## src/rtl/simpleadder_host.sv

```systemverilog
// simpleadder_host
//
// Transaction-level host for the serial adder (simpleadder). It accepts an
// operand pair on a valid/ready request port and shifts both operands out
// MSB-first on tx_a/tx_b, with a one-cycle tx_en start strobe. It then waits
// for the adder's rx_en strobe and collects the WIDTH+1-bit sum MSB-first
// from rx_bit. The sum is returned on a single-cycle response port.
//
// Optional feature macro: SIMPLEADDER_HOST_TIMEOUT_EN
//   defined   : WAIT is bounded to TIMEOUT cycles. On expiry the block
//               responds with rsp_err=1 and rsp_sum=0.
//   undefined : WAIT waits indefinitely, and rsp_err is tied to 0.
//
// Parameters
//   WIDTH    operand width; the sum is WIDTH+1 bits
//   TIMEOUT  maximum number of cycles spent in WAIT (watchdog build only)
//
// Ports
//   clk        sole clock, rising edge
//   rst_n      asynchronous active-low reset
//   req_valid  request present
//   req_ready  high in IDLE; a transfer is req_valid && req_ready at an edge
//   req_a/b    operands, captured on transfer
//   tx_en      to adder en_i, one-cycle start strobe
//   tx_a/b     to adder ina/inb, serial operands
//   rx_en      from adder en_o, marks the sum MSB
//   rx_bit     from adder out, serial sum
//   rsp_valid  one-cycle response pulse
//   rsp_sum    assembled sum, held until the next response
//   rsp_err    timeout abort, qualified by rsp_valid
//
// state | meaning
// ------+-------------------------------------------------------------
// IDLE  | ready for a request; req_ready=1
// SEND  | shifting operand bit k out in SEND cycle k; tx_en in cycle 0 only
// WAIT  | serial lines low, waiting for rx_en (bounded by the watchdog)
// RECV  | shifting in the remaining WIDTH sum bits, rx_en ignored
// DONE  | rsp_valid pulse; return to IDLE

module simpleadder_host #(
  parameter int WIDTH   = 2,
  parameter int TIMEOUT = 8
) (
  input  logic             clk,
  input  logic             rst_n,
  input  logic             req_valid,
  output logic             req_ready,
  input  logic [WIDTH-1:0] req_a,
  input  logic [WIDTH-1:0] req_b,
  output logic             tx_en,
  output logic             tx_a,
  output logic             tx_b,
  input  logic             rx_en,
  input  logic             rx_bit,
  output logic             rsp_valid,
  output logic [WIDTH:0]   rsp_sum,
  output logic             rsp_err
);

  // One down-counter serves SEND, RECV and the WAIT watchdog, so it is sized
  // for the larger of the two terminal counts.
  localparam int CNT_MAX = (TIMEOUT > WIDTH) ? TIMEOUT : WIDTH;
  localparam int CW      = $clog2(CNT_MAX + 1);
  localparam logic [CW-1:0] CNT_BITS = CW'(WIDTH - 1);
`ifdef SIMPLEADDER_HOST_TIMEOUT_EN
  localparam logic [CW-1:0] CNT_TO = CW'(TIMEOUT - 1);
`endif

  typedef enum logic [2:0] {
    S_IDLE,
    S_SEND,
    S_WAIT,
    S_RECV,
    S_DONE
  } state_t;

  state_t           r_state;
  logic [WIDTH-1:0] r_a;
  logic [WIDTH-1:0] r_b;
  logic [WIDTH-1:0] r_shift;
  logic [CW-1:0]    r_cnt;
  logic             r_req_ready;
  logic             r_tx_en;
  logic             r_tx_a;
  logic             r_tx_b;
  logic             r_rsp_valid;
  logic [WIDTH:0]   r_rsp_sum;
`ifdef SIMPLEADDER_HOST_TIMEOUT_EN
  logic             r_rsp_err;
`endif

  // r_shift holds the bits collected so far. Appending the current rx_bit
  // gives the value after this edge, which is the full sum on the last edge.
  logic [WIDTH:0] w_shift_nxt;
  assign w_shift_nxt = {r_shift, rx_bit};

  always_ff @(posedge clk or negedge rst_n) begin
    if (!rst_n) begin
      r_state     <= S_IDLE;
      r_a         <= '0;
      r_b         <= '0;
      r_shift     <= '0;
      r_cnt       <= '0;
      r_req_ready <= 1'b0;
      r_tx_en     <= 1'b0;
      r_tx_a      <= 1'b0;
      r_tx_b      <= 1'b0;
      r_rsp_valid <= 1'b0;
      r_rsp_sum   <= '0;
`ifdef SIMPLEADDER_HOST_TIMEOUT_EN
      r_rsp_err   <= 1'b0;
`endif
    end else begin
      r_tx_en     <= 1'b0;
      r_rsp_valid <= 1'b0;
      unique case (r_state)
        S_IDLE: begin
          if (req_valid && r_req_ready) begin
            // The MSB goes straight onto the pins. The shift registers keep
            // the remaining bits, left-aligned.
            r_tx_en     <= 1'b1;
            r_tx_a      <= req_a[WIDTH-1];
            r_tx_b      <= req_b[WIDTH-1];
            r_a         <= req_a << 1;
            r_b         <= req_b << 1;
            r_cnt       <= CNT_BITS;
            r_req_ready <= 1'b0;
            r_state     <= S_SEND;
          end else begin
            r_req_ready <= 1'b1;
          end
        end
        S_SEND: begin
          if (r_cnt == '0) begin
            r_tx_a  <= 1'b0;
            r_tx_b  <= 1'b0;
`ifdef SIMPLEADDER_HOST_TIMEOUT_EN
            r_cnt   <= CNT_TO;
`endif
            r_state <= S_WAIT;
          end else begin
            r_tx_a <= r_a[WIDTH-1];
            r_tx_b <= r_b[WIDTH-1];
            r_a    <= r_a << 1;
            r_b    <= r_b << 1;
            r_cnt  <= r_cnt - CW'(1);
          end
        end
        S_WAIT: begin
          if (rx_en) begin
            r_shift <= w_shift_nxt[WIDTH-1:0];
            r_cnt   <= CNT_BITS;
            r_state <= S_RECV;
`ifdef SIMPLEADDER_HOST_TIMEOUT_EN
          end else if (r_cnt == '0) begin
            // rx_en is tested first, so a strobe on the expiry edge still wins.
            r_rsp_valid <= 1'b1;
            r_rsp_sum   <= '0;
            r_rsp_err   <= 1'b1;
            r_state     <= S_DONE;
          end else begin
            r_cnt <= r_cnt - CW'(1);
`endif
          end
        end
        S_RECV: begin
          r_shift <= w_shift_nxt[WIDTH-1:0];
          if (r_cnt == '0) begin
            r_rsp_valid <= 1'b1;
            r_rsp_sum   <= w_shift_nxt;
`ifdef SIMPLEADDER_HOST_TIMEOUT_EN
            r_rsp_err   <= 1'b0;
`endif
            r_state     <= S_DONE;
          end else begin
            r_cnt <= r_cnt - CW'(1);
          end
        end
        S_DONE: begin
          r_req_ready <= 1'b1;
          r_state     <= S_IDLE;
        end
        default: begin
          r_req_ready <= 1'b0;
          r_state     <= S_IDLE;
        end
      endcase
    end
  end

  assign req_ready = r_req_ready;
  assign tx_en     = r_tx_en;
  assign tx_a      = r_tx_a;
  assign tx_b      = r_tx_b;
  assign rsp_valid = r_rsp_valid;
  assign rsp_sum   = r_rsp_sum;
`ifdef SIMPLEADDER_HOST_TIMEOUT_EN
  assign rsp_err   = r_rsp_err;
`else
  assign rsp_err   = 1'b0;
`endif

endmodule
```

## config.mk

```make
export PLATFORM = sky130hd
export DESIGN_NAME = simpleadder_host
export DESIGN_NICKNAME = d
export VERILOG_FILES = /design/src/rtl/simpleadder_host.sv
export SDC_FILE = /design/constraint.sdc
export NUM_CORES = 1
export LEC_CHECK = 0
export ABC_AREA = 1
export BUFFER_PORTS_ARGS = -buffer_cell sky130_fd_sc_hd__buf_2
export CORE_MARGIN = 4
export CORE_UTILIZATION = 56
export DETAILED_ROUTE_END_ITERATION = 12
export GPL_TIMING_DRIVEN = 0
export HOLD_SLACK_MARGIN = 0.03
export PLACE_DENSITY_LB_ADDON = 0.1
export SLEW_MARGIN = 0
export SYNTH_ARGS = -nofsm -noshare
export SYNTH_HDL_FRONTEND = slang
export SYNTH_SLANG_ARGS = --single-unit
```

## constraint.sdc

```tcl
create_clock -name clk -period 2.6 [get_ports clk]
set_input_delay 0.26 -clock clk [delete_from_list [all_inputs] [get_ports clk]]
set_output_delay 0.26 -clock clk [all_outputs]
set_load 0.02 [all_outputs]
```

==> results.json, run 1 <==
{
  "die-area_um2": 2336,
  "tns_ns": 0,
  "tritoncts": "built",
  "cp-start-kind": "flop",
  "crit_type": "reg2reg",
  "p_seq_share_pct": 38.4,
  "hold_class": "in2reg",
  "syn_inst": 111,
  "max_freq_mhz": 765.0,
  "place_ws_ns": 1.291,
  "fin_cells": 148,
  "endpoint_kind": "flop",
  "clk_path_buf_depth": 2,
  "drt_iter0_drc": 18,
  "drtPass1Iterations": 4,
  "postCtsSetupRepairBufs": 0,
  "p_sw_share_pct": 46.24,
  "m1WireLength_um": 768,
  "synthTopCellsByArea": "dfrtp_1 (52%), nand2_1 (14%), nand3_1 (8.2%)",
  "finalCritPeriodShare_pct": 50.28,
  "highest_layer": "met4",
  "grt_start_max_net_pins": 20,
  "async_flop_share_pct": 100.0,
  "grt_pass1_wl_um": 2967,
  "yosysMostFrequentCell": "nand2_1",
  "wl_met3_um": 95,
  "skew_ns": 0.003088,
  "period_minus_slack_ns": 1.307,
  "clock_latency_ns": 0.30,
  "worst_path_max_delay_cell": "dfrtp_1",
  "ys_top_cells_by_count": "nand2_1 (34), dfrtp_1 (19), nand3_1 (15), inv_1 (14), nand2_2 (5)",
  "fp.dieH_um": 48.33,
  "grtUsageTotal_pct": 15.83,
  "netlist.area_leader.share_pct": 52.20,
  "antenna_found_initial": 0,
  "worstPathCellList": "inv_1 -> ha_1 -> nand3_2 -> nand2_1 -> nand2_1 -> nand3_1 -> nand2_1",
  "drive_above_1_share_pct": 26.52,
  "crit_buf_inv": 1,
  "register_area_um2": 475.5,
  "drcViolationCount": 0,
  "hpwl_um": 1192,
  "yosysUniqueCellTypes": 21,
  "nNetsFinal": 143,
  "finalHoldViolations": 0,
  "cts.sinks": 19,
  "yosys_warnings": 0,
  "num_antenna_cells": 0,
  "cpMostUsedCell": "nand2_1",
  "p_switching_uw": 617.7,
  "power_frac_comb_pct": 50.4,
  "place.gp.congestion": 0.7490,
  "cp.required_ns": 2.80,
  "start_util_pct": 59.77,
  "rsz0062_at_grt": "no",
  "numCtsBuffers": 3,
  "dr_wl_met2_um": 714,
  "syn_area_um2": 910.9,
  "ys_seq_elements": 19,
  "multi_input_area_um2": 364.1,
  "cp.arrival_ns": 1.51,
  "power_frac_clock_pct": 11.2,
  "p_leak_nw": 0.6262,
  "core_um2": 1524,
  "wl_um": 1622,
  "dp.cells": 143,
  "htreeDepth": 1,
  "pin_count": 18,
  "synth_ff_type": "dfrtp_1",
  "outcome": "finished, final reports clean",
  "cap_violations": 0,
  "vias": 750,
  "synth_seq_area_share_pct": 52.20,
  "synth_edf_count": 0,
  "cp_slowest_stage_delay_ns": 0.39,
  "slew_violations": 0,
  "internal-power_uw": 718.2,
  "num_rows": 14,
  "overflow": 0,
  "cts.clk_slew.worst_paths_ns": 0.11,
  "grt_pass1_vias": 727,
  "cts-root-buf": "clkbuf_4",
  "ant_nets": 0,
  "vdd_drop_max_mv": 0.6707,
  "setup_viol": 0,
  "worst_slack_ns": 1.293,
  "numPortBuffers": 16,
  "yosysTopAreaCell": "dfrtp_1",
  "path_max_fanout": 5,
  "syn_avg_cell_area_um2": 8.206,
  "die_width_um": 48.33,
  "power_density_nw_per_um2": 1274,
  "post_drt_wl_per_cell_um": 10.96,
  "syn-num-nets": 121,
  "crit_family": "simple AND/OR/NAND/NOR gates",
  "fillers": 137,
  "area_delta_synth_final_pct": 15.11,
  "routed_via_density": 5.068
}
-- worst register-to-register path, cell delays in order, from the launching register on --
cell and delay [ns]:
dfrtp_1 0.39, inv_1 0.10, ha_1 0.21, nand3_2 0.15
nand2_1 0.15, nand2_1 0.08, nand3_1 0.07, nand2_1 0.05
-- per-stage QoR --
step	cell area [um2]	hold WS, ns	total power [mW]	util [%]
final	1049	0.1893	1.336	68.80
after global routing	1049	0.1719	1.480	68.80
after CTS	1049	0.1828	1.346	68.80
after detailed placement	1011	0.2170	1.195	66.34
after global placement	1011	0.2120	1.171	66.34
after floorplan	910.9	-0.03559	1.032	-
-- state kept, by name (all words and copies together), names as in the netlist --
signal,flops
r_cnt,4
r_state,3
rsp_sum,3
r_shift,2
r_a,1
r_b,1
req_ready,1
rsp_valid,1
tx_a,1
tx_b,1
tx_en,1
-- what timing repair did --
action / CTS / global route
gates resized for setup: 0 / 0
hold endpoints to repair: 19 / 0
hold buffers: 1 / 0
-- routing by layer --
metal  track usage [%]  vias up
li1                  -      387
met1             20.56      336
met2             23.70       22
met3             3.681        5
met4             9.677        0
met5                 0        -
-- layout make-up --
| cell class | count | area share, % |
|---|---|---|
| timing repair buffer | 17 | 8.592 |
| inverter | 17 | 6.086 |
| multi-input combinational | 74 | 34.73 |
| sequential | 19 | 45.35 |
| tap | 16 | 1.909 |
| buffer | 1 | 0.7160 |
| clock buffer | 3 | 2.148 |
| clock inverter | 1 | 0.4773 |
-- path summary, 6_finish.rpt --
path | cells after the start | endpoint | slack [ns] | start
max | 7 | r_a[1] | 1.29 | r_cnt[0]
max reg2reg | 7 | r_a[1] | 1.29 | r_cnt[0]
min | 3 | r_b[1] | 0.19 | req_b[0]
min reg2reg | 2 | tx_b | 0.49 | tx_b
max in group asynchronous | 2 | r_a[1] | 1.88 | rst_n
min in group asynchronous | 2 | rsp_sum[2] | 0.43 | rst_n
-- placed cells by master, fill, tap and decap left out, drive strengths merged, types with 3 or more instances in the layout --
cell type  count
nor2           6
inv           17
buf           17
nand2         40
clkbuf         3
dfrtp         19
nand3         16
o21ai          5
-- power groups by stage --
stage               clock network (mW)  registers, mW  logic (mW)
global placement                     0          0.513       0.657
finish                           0.149          0.513       0.673
detailed placement                   0          0.519       0.676
global route                     0.173          0.535       0.772
CTS                              0.153          0.513       0.680
floorplan                            0          0.571       0.461
-- cell families after synthesis --
family                     after synthesis  synth area share, %
other                                    1               0.4117
xor gates and xnor gates                 1               0.9617
buffers and inverters                   18                7.830
DFF                                     19                52.20
adders and majority gates                1                1.373
and+or+nand+nor                         64                32.69
AOI/OAI and AO/OA                        7                4.533
No activity file was read; power rests on OpenSTA's default activity.
==> run 2: changes to the inputs <==
Settings changed: CORE_UTILIZATION 56 to 52.
Clock period 2.6 ns to 1.3 ns, I/O delays scaled along.
==> run 2 against run 1 <==
Critical endpoint is now r_cnt[0]; first-iteration DRC count decreased by 28%; cell area increased by 4.5%; flip-flop and latch count unchanged; sequential power increased by 100%; clock-buffer cell count unchanged; hold slack got worse by 0.14 ns.
==> results.json, run 2 (synthesis results as in run 1) <==
{
  "vdd_drop_max_mv": 1.393,
  "cp.required_ns": 1.50,
  "finalHoldViolations": 0,
  "mostFrequentLayoutCells": "nand2_1 (33), dfrtp_1 (19), buf_2 (16)",
  "place.gp.congestion": 0.7917,
  "whs_ns": 0.04931,
  "vias": 754,
  "tritoncts": "built",
  "clock_latency_ns": 0.30,
  "total_power_mw": 2.855,
  "hold_class": "in2reg",
  "cap_violations": 0,
  "slew_violations": 0,
  "max_freq_mhz": 828.7,
  "crit_family": "simple AND/OR/NAND/NOR gates",
  "cts.clk_slew.worst_paths_ns": 0.10,
  "path_max_fanout": 9,
  "power_density_nw_per_um2": 2605,
  "drt_iter0_drc": 13,
  "finalCritPeriodShare_pct": 92.82,
  "numCtsBuffers": 3,
  "fillers": 130,
  "grtUsageTotal_pct": 16.54,
  "numPortBuffers": 16,
  "post_drt_wl_per_cell_um": 11.76,
  "cp_slowest_stage_delay_ns": 0.43,
  "cp-start-kind": "flop",
  "tns_ns": 0,
  "endpoint": "r_cnt[0]",
  "fp.dieH_um": 49.86,
  "grt_start_max_net_pins": 20,
  "r2r-start": "r_cnt[1]",
  "start_util_pct": 57.78,
  "worst-r2r-cell-count": 7,
  "period_minus_slack_ns": 1.207,
  "final_common_cell": "nand2_1",
  "crit_buf_inv": 1,
  "clk_path_buf_depth": 2,
  "endpoint_kind": "flop",
  "hpwl_um": 1328,
  "num_antenna_cells": 0,
  "cts.sinks": 19,
  "startpoint": "r_cnt[1]",
  "routed_via_density": 5.027,
  "wl_um": 1764,
  "drive_above_1_share_pct": 30.60,
  "ant_nets": 0,
  "worst_path_max_delay_cell": "dfrtp_1",
  "die-area_um2": 2486,
  "die_width_um": 49.86,
  "htreeDepth": 1,
  "drcViolationCount": 0,
  "whs_path_depth": 3,
  "overflow": 0,
  "grt_pass1_vias": 704,
  "p_leak_nw": 0.6479,
  "num_rows": 14,
  "core_um2": 1577,
  "crit_type": "reg2reg",
  "antenna_found_initial": 0,
  "cpMostUsedCell": "nand2_1",
  "drtPass1Iterations": 4,
  "r2r_slack_ns": 0.09,
  "cp.arrival_ns": 1.41,
  "setup_viol": 0,
  "skew_ns": 0.002466,
  "cts-root-buf": "clkbuf_4",
  "largest_register_ffs": 4,
  "grt_pass1_wl_um": 3056,
  "regMostFlops": "r_cnt",
  "multi_input_area_um2": 396.6,
  "register_area_um2": 475.5,
  "cp.depth": 7,
  "nNetsFinal": 145,
  "worstPathCellList": "inv_2 -> ha_4 -> nand3_4 -> nand2_4 -> nand2_1 -> nand3_1 -> nand2_1",
  "pin_count": 18,
  "rr_endpoint": "r_cnt[0]",
  "outcome": "finished, final reports clean",
  "post-route-util_pct": 69.52,
  "area_delta_synth_final_pct": 20.33
}
run 2: cell count changes in the layout (fill, tap and decap cells not counted), sizes merged:
cell  change
buf       +2
run 2: layout make-up:
type,instances,share of cell area [%]
Buffer,1,0.6849
Clock inverter,1,0.4566
Sequential cell,19,43.38
Multi-Input combinational cell,74,36.19
Tap cell,16,1.826
Timing Repair Buffer,19,9.589
Inverter,17,5.822
Clock buffer,3,2.055
run 2: report_power, final:
| part | total (mW) | internal [mW] | switching, mW |
|---|---|---|---|
| registers | 1.04 | 0.854 | 0.191 |
| logic | 1.51 | 0.553 | 0.961 |
| clock network | 0.297 | 0.115 | 0.182 |
run 2: metrics by stage:
step           std cells  cell area (um2)  worst slack (ns)
2_1_floorplan        111            910.9            0.1182
3_3_place_gp         143             1011           0.01786
3_5_place_dp         143             1011          -0.02598
4_1_cts              148             1059           0.01271
5_1_grt              150             1096         -0.005015
6_report             150             1096           0.09329
run 2: per-layer routing:
layer / up-vias / global-route usage (%) / wire [um]
met5: - / 0 / 0
met4: 0 / 6.912 / 13
met3: 2 / 6.325 / 128
met2: 26 / 26.87 / 841
met1: 335 / 19.39 / 782
li1: 391 / - / -
run 2: worst min-delay path by stage:
stage              from      to  slack [ns]
3_5_place_dp      rst_n    tx_b        0.08
3_3_place_gp      rst_n    tx_b        0.09
4_1_cts        req_a[0]  r_a[1]        0.05
6_report       req_a[0]  r_a[1]        0.05
2_1_floorplan     rst_n  r_a[1]       -0.17
5_1_grt        req_a[0]  r_a[1]        0.06
run 2: tightest hold or removal path: cells and delay by family:
family | cells | cell delay, ns
and+or+nand+nor | 2 | 0.12
buffers and inverters | 1 | 0.07
run 2: timing repair:
| action | CTS | global route |
|---|---|---|
| resized for setup | 2 | 6 |
| endpoints found under the setup margin | 10 | 14 |
| endpoints found under the hold margin | 19 | 0 |
| buffers inserted | 0 | 2 |
| hold buffers | 1 | 0 |
| cloned | 0 | 0 |
| pin swaps | 0 | 0 |
==> run 3: changes to the inputs <==
Settings changed: CORE_UTILIZATION 52 to 40.
==> run 3 against run 2 <==
Critical endpoint is now rsp_sum[0]; highest routed layer unchanged; clock skew rose by 0.0025 ns; hold slack got worse by 0.0028 ns; largest cell class unchanged; critical path depth stayed put; flip-flop and latch count stayed put; non-clock buffer count down 2; cell count increased by 6.7%.
==> results.json, run 3 (synthesis results as in run 1) <==
{
  "outcome": "finished, final reports clean",
  "crit_family": "flip-flops",
  "drcViolationCount": 0,
  "htreeDepth": 1,
  "worstPathCellList": "inv_2 -> ha_4 -> nand3_4 -> inv_1 -> nand2_2 -> nand2_1 -> o21ai_1",
  "vdd_drop_max_mv": 1.162,
  "crit_buf_inv": 2,
  "mostFrequentLayoutCells": "nand2_1 (34), dfrtp_1 (19), buf_2 (16)",
  "hold_class": "in2reg",
  "max_freq_mhz": 841.2,
  "pin_count": 18,
  "die_width_um": 55.72,
  "start_util_pct": 41.58,
  "numCtsBuffers": 3,
  "fp.dieH_um": 55.72,
  "drtPass1Iterations": 4,
  "core_um2": 2191,
  "worst_slack_ns": 0.1113,
  "grt_pass1_wl_um": 3015,
  "startpoint": "r_cnt[0]",
  "skew_ns": 0.004966,
  "slew_violations": 0,
  "routed_via_density": 4.669,
  "numPortBuffers": 16,
  "tritoncts": "built",
  "grt_util_met3_pct": 3.480,
  "met1_usage_pct": 15.09,
  "regMostFlops": "r_cnt",
  "fin_area_um2": 1086,
  "num_rows": 17,
  "use_met2_pct": 19.76,
  "power_density_nw_per_um2": 2540,
  "crit_type": "reg2reg",
  "grtUsageTotal_pct": 12.50,
  "total_power_mw": 2.759,
  "overflow": 0,
  "clock_latency_ns": 0.31,
  "die-area_um2": 3105,
  "drive_above_1_share_pct": 29.55,
  "period_minus_slack_ns": 1.189,
  "tns_ns": 0,
  "final_common_cell": "nand2_1",
  "post_drt_wl_per_cell_um": 10.81,
  "hp-start": "req_b[0]",
  "cap_violations": 0,
  "clk_path_buf_depth": 2,
  "cp.arrival_ns": 1.40,
  "finalCritPeriodShare_pct": 91.44,
  "ant_nets": 0,
  "cts.sinks": 19,
  "post-route-util_pct": 49.57,
  "wl_um": 1730,
  "rsz0062_at_grt": "no",
  "path_max_fanout": 7,
  "antenna_found_initial": 0,
  "busiest_layer": "met2",
  "cp_slowest_stage_delay_ns": 0.40,
  "place.gp.congestion": 0.6929,
  "worst_path_max_delay_cell": "dfrtp_1",
  "grt_start_max_net_pins": 20,
  "cp.required_ns": 1.51,
  "setup_viol": 0,
  "place_ws_ns": -0.04234,
  "finalHoldViolations": 0,
  "p_leak_nw": 0.6256,
  "hpwl_um": 1275,
  "cts.clk_slew.worst_paths_ns": 0.11,
  "largest_register_ffs": 4,
  "dpl-instance-area_um2": 1026,
  "vias": 747,
  "num_antenna_cells": 0,
  "cp-start-kind": "flop",
  "nNetsFinal": 143,
  "postCtsSetupRepairBufs": 0,
  "endpoint_kind": "flop",
  "grt_pass1_vias": 693,
  "r2r-start": "r_cnt[0]",
  "drt_iter0_drc": 13,
  "cts-root-buf": "clkbuf_4",
  "area_delta_synth_final_pct": 19.23
}
-- run 3: per-stage QoR --
stage,hold slack (ns),instances
floorplan,-0.1656,111
global placement,0.09656,155
detailed placement,0.09711,155
CTS,0.03418,160
global route,0.03955,160
finish,0.04655,160
-- run 3: repair_timing --
action / in CTS / in global routing
gates resized for setup: 3 / 3
hold buffers: 1 / 0
pin swaps: 1 / 0
hold endpoints to repair: 19 / 0
endpoints found under the setup margin: 6 / 10
-- run 3: worst paths after layout --
check | slack (ns) | cells after the start | endpoint
setup / recovery | 0.11 | 7 | rsp_sum[0]
hold / removal | 0.05 | 3 | r_b[1]
setup reg to reg | 0.11 | 7 | rsp_sum[0]
hold reg to reg | 0.49 | 2 | tx_b
min in group asynchronous | 0.27 | 2 | rsp_valid
max in group asynchronous | 0.73 | 2 | r_state[1]
-- run 3: cell type report --
class                      instances  area, um2
multi-input combinational         74      386.6
clock inverter                     1      5.005
clock buffer                       3      22.52
fill                             218       1105
sequential                        19      475.5
inverter                          17      63.81
buffer                             1      7.507
timing repair buffer              17      90.09
tap                               28      35.03
-- run 3: metal layers --
metal	share of wire, %	wire (um)	vias to the layer above
li1	-	-	384
met1	43	752	335
met2	46	799	23
met3	7.5	129	5
met4	2.8	48	0
met5	0	0	-
-- run 3: report_power, final --
part	leakage, nW	switching [mW]	internal [mW]	total (mW)
combinational	0.370	0.908	0.506	1.41
clock	0.0177	0.194	0.115	0.309
sequential	0.237	0.182	0.854	1.04
total	0.626	1.28	1.47	2.76
-- run 3: tightest hold or removal path: cells and delay by family --
kind	cells	cell delay (ns)
buffers and inverters	1	0.08
and+or+nand+nor	2	0.11
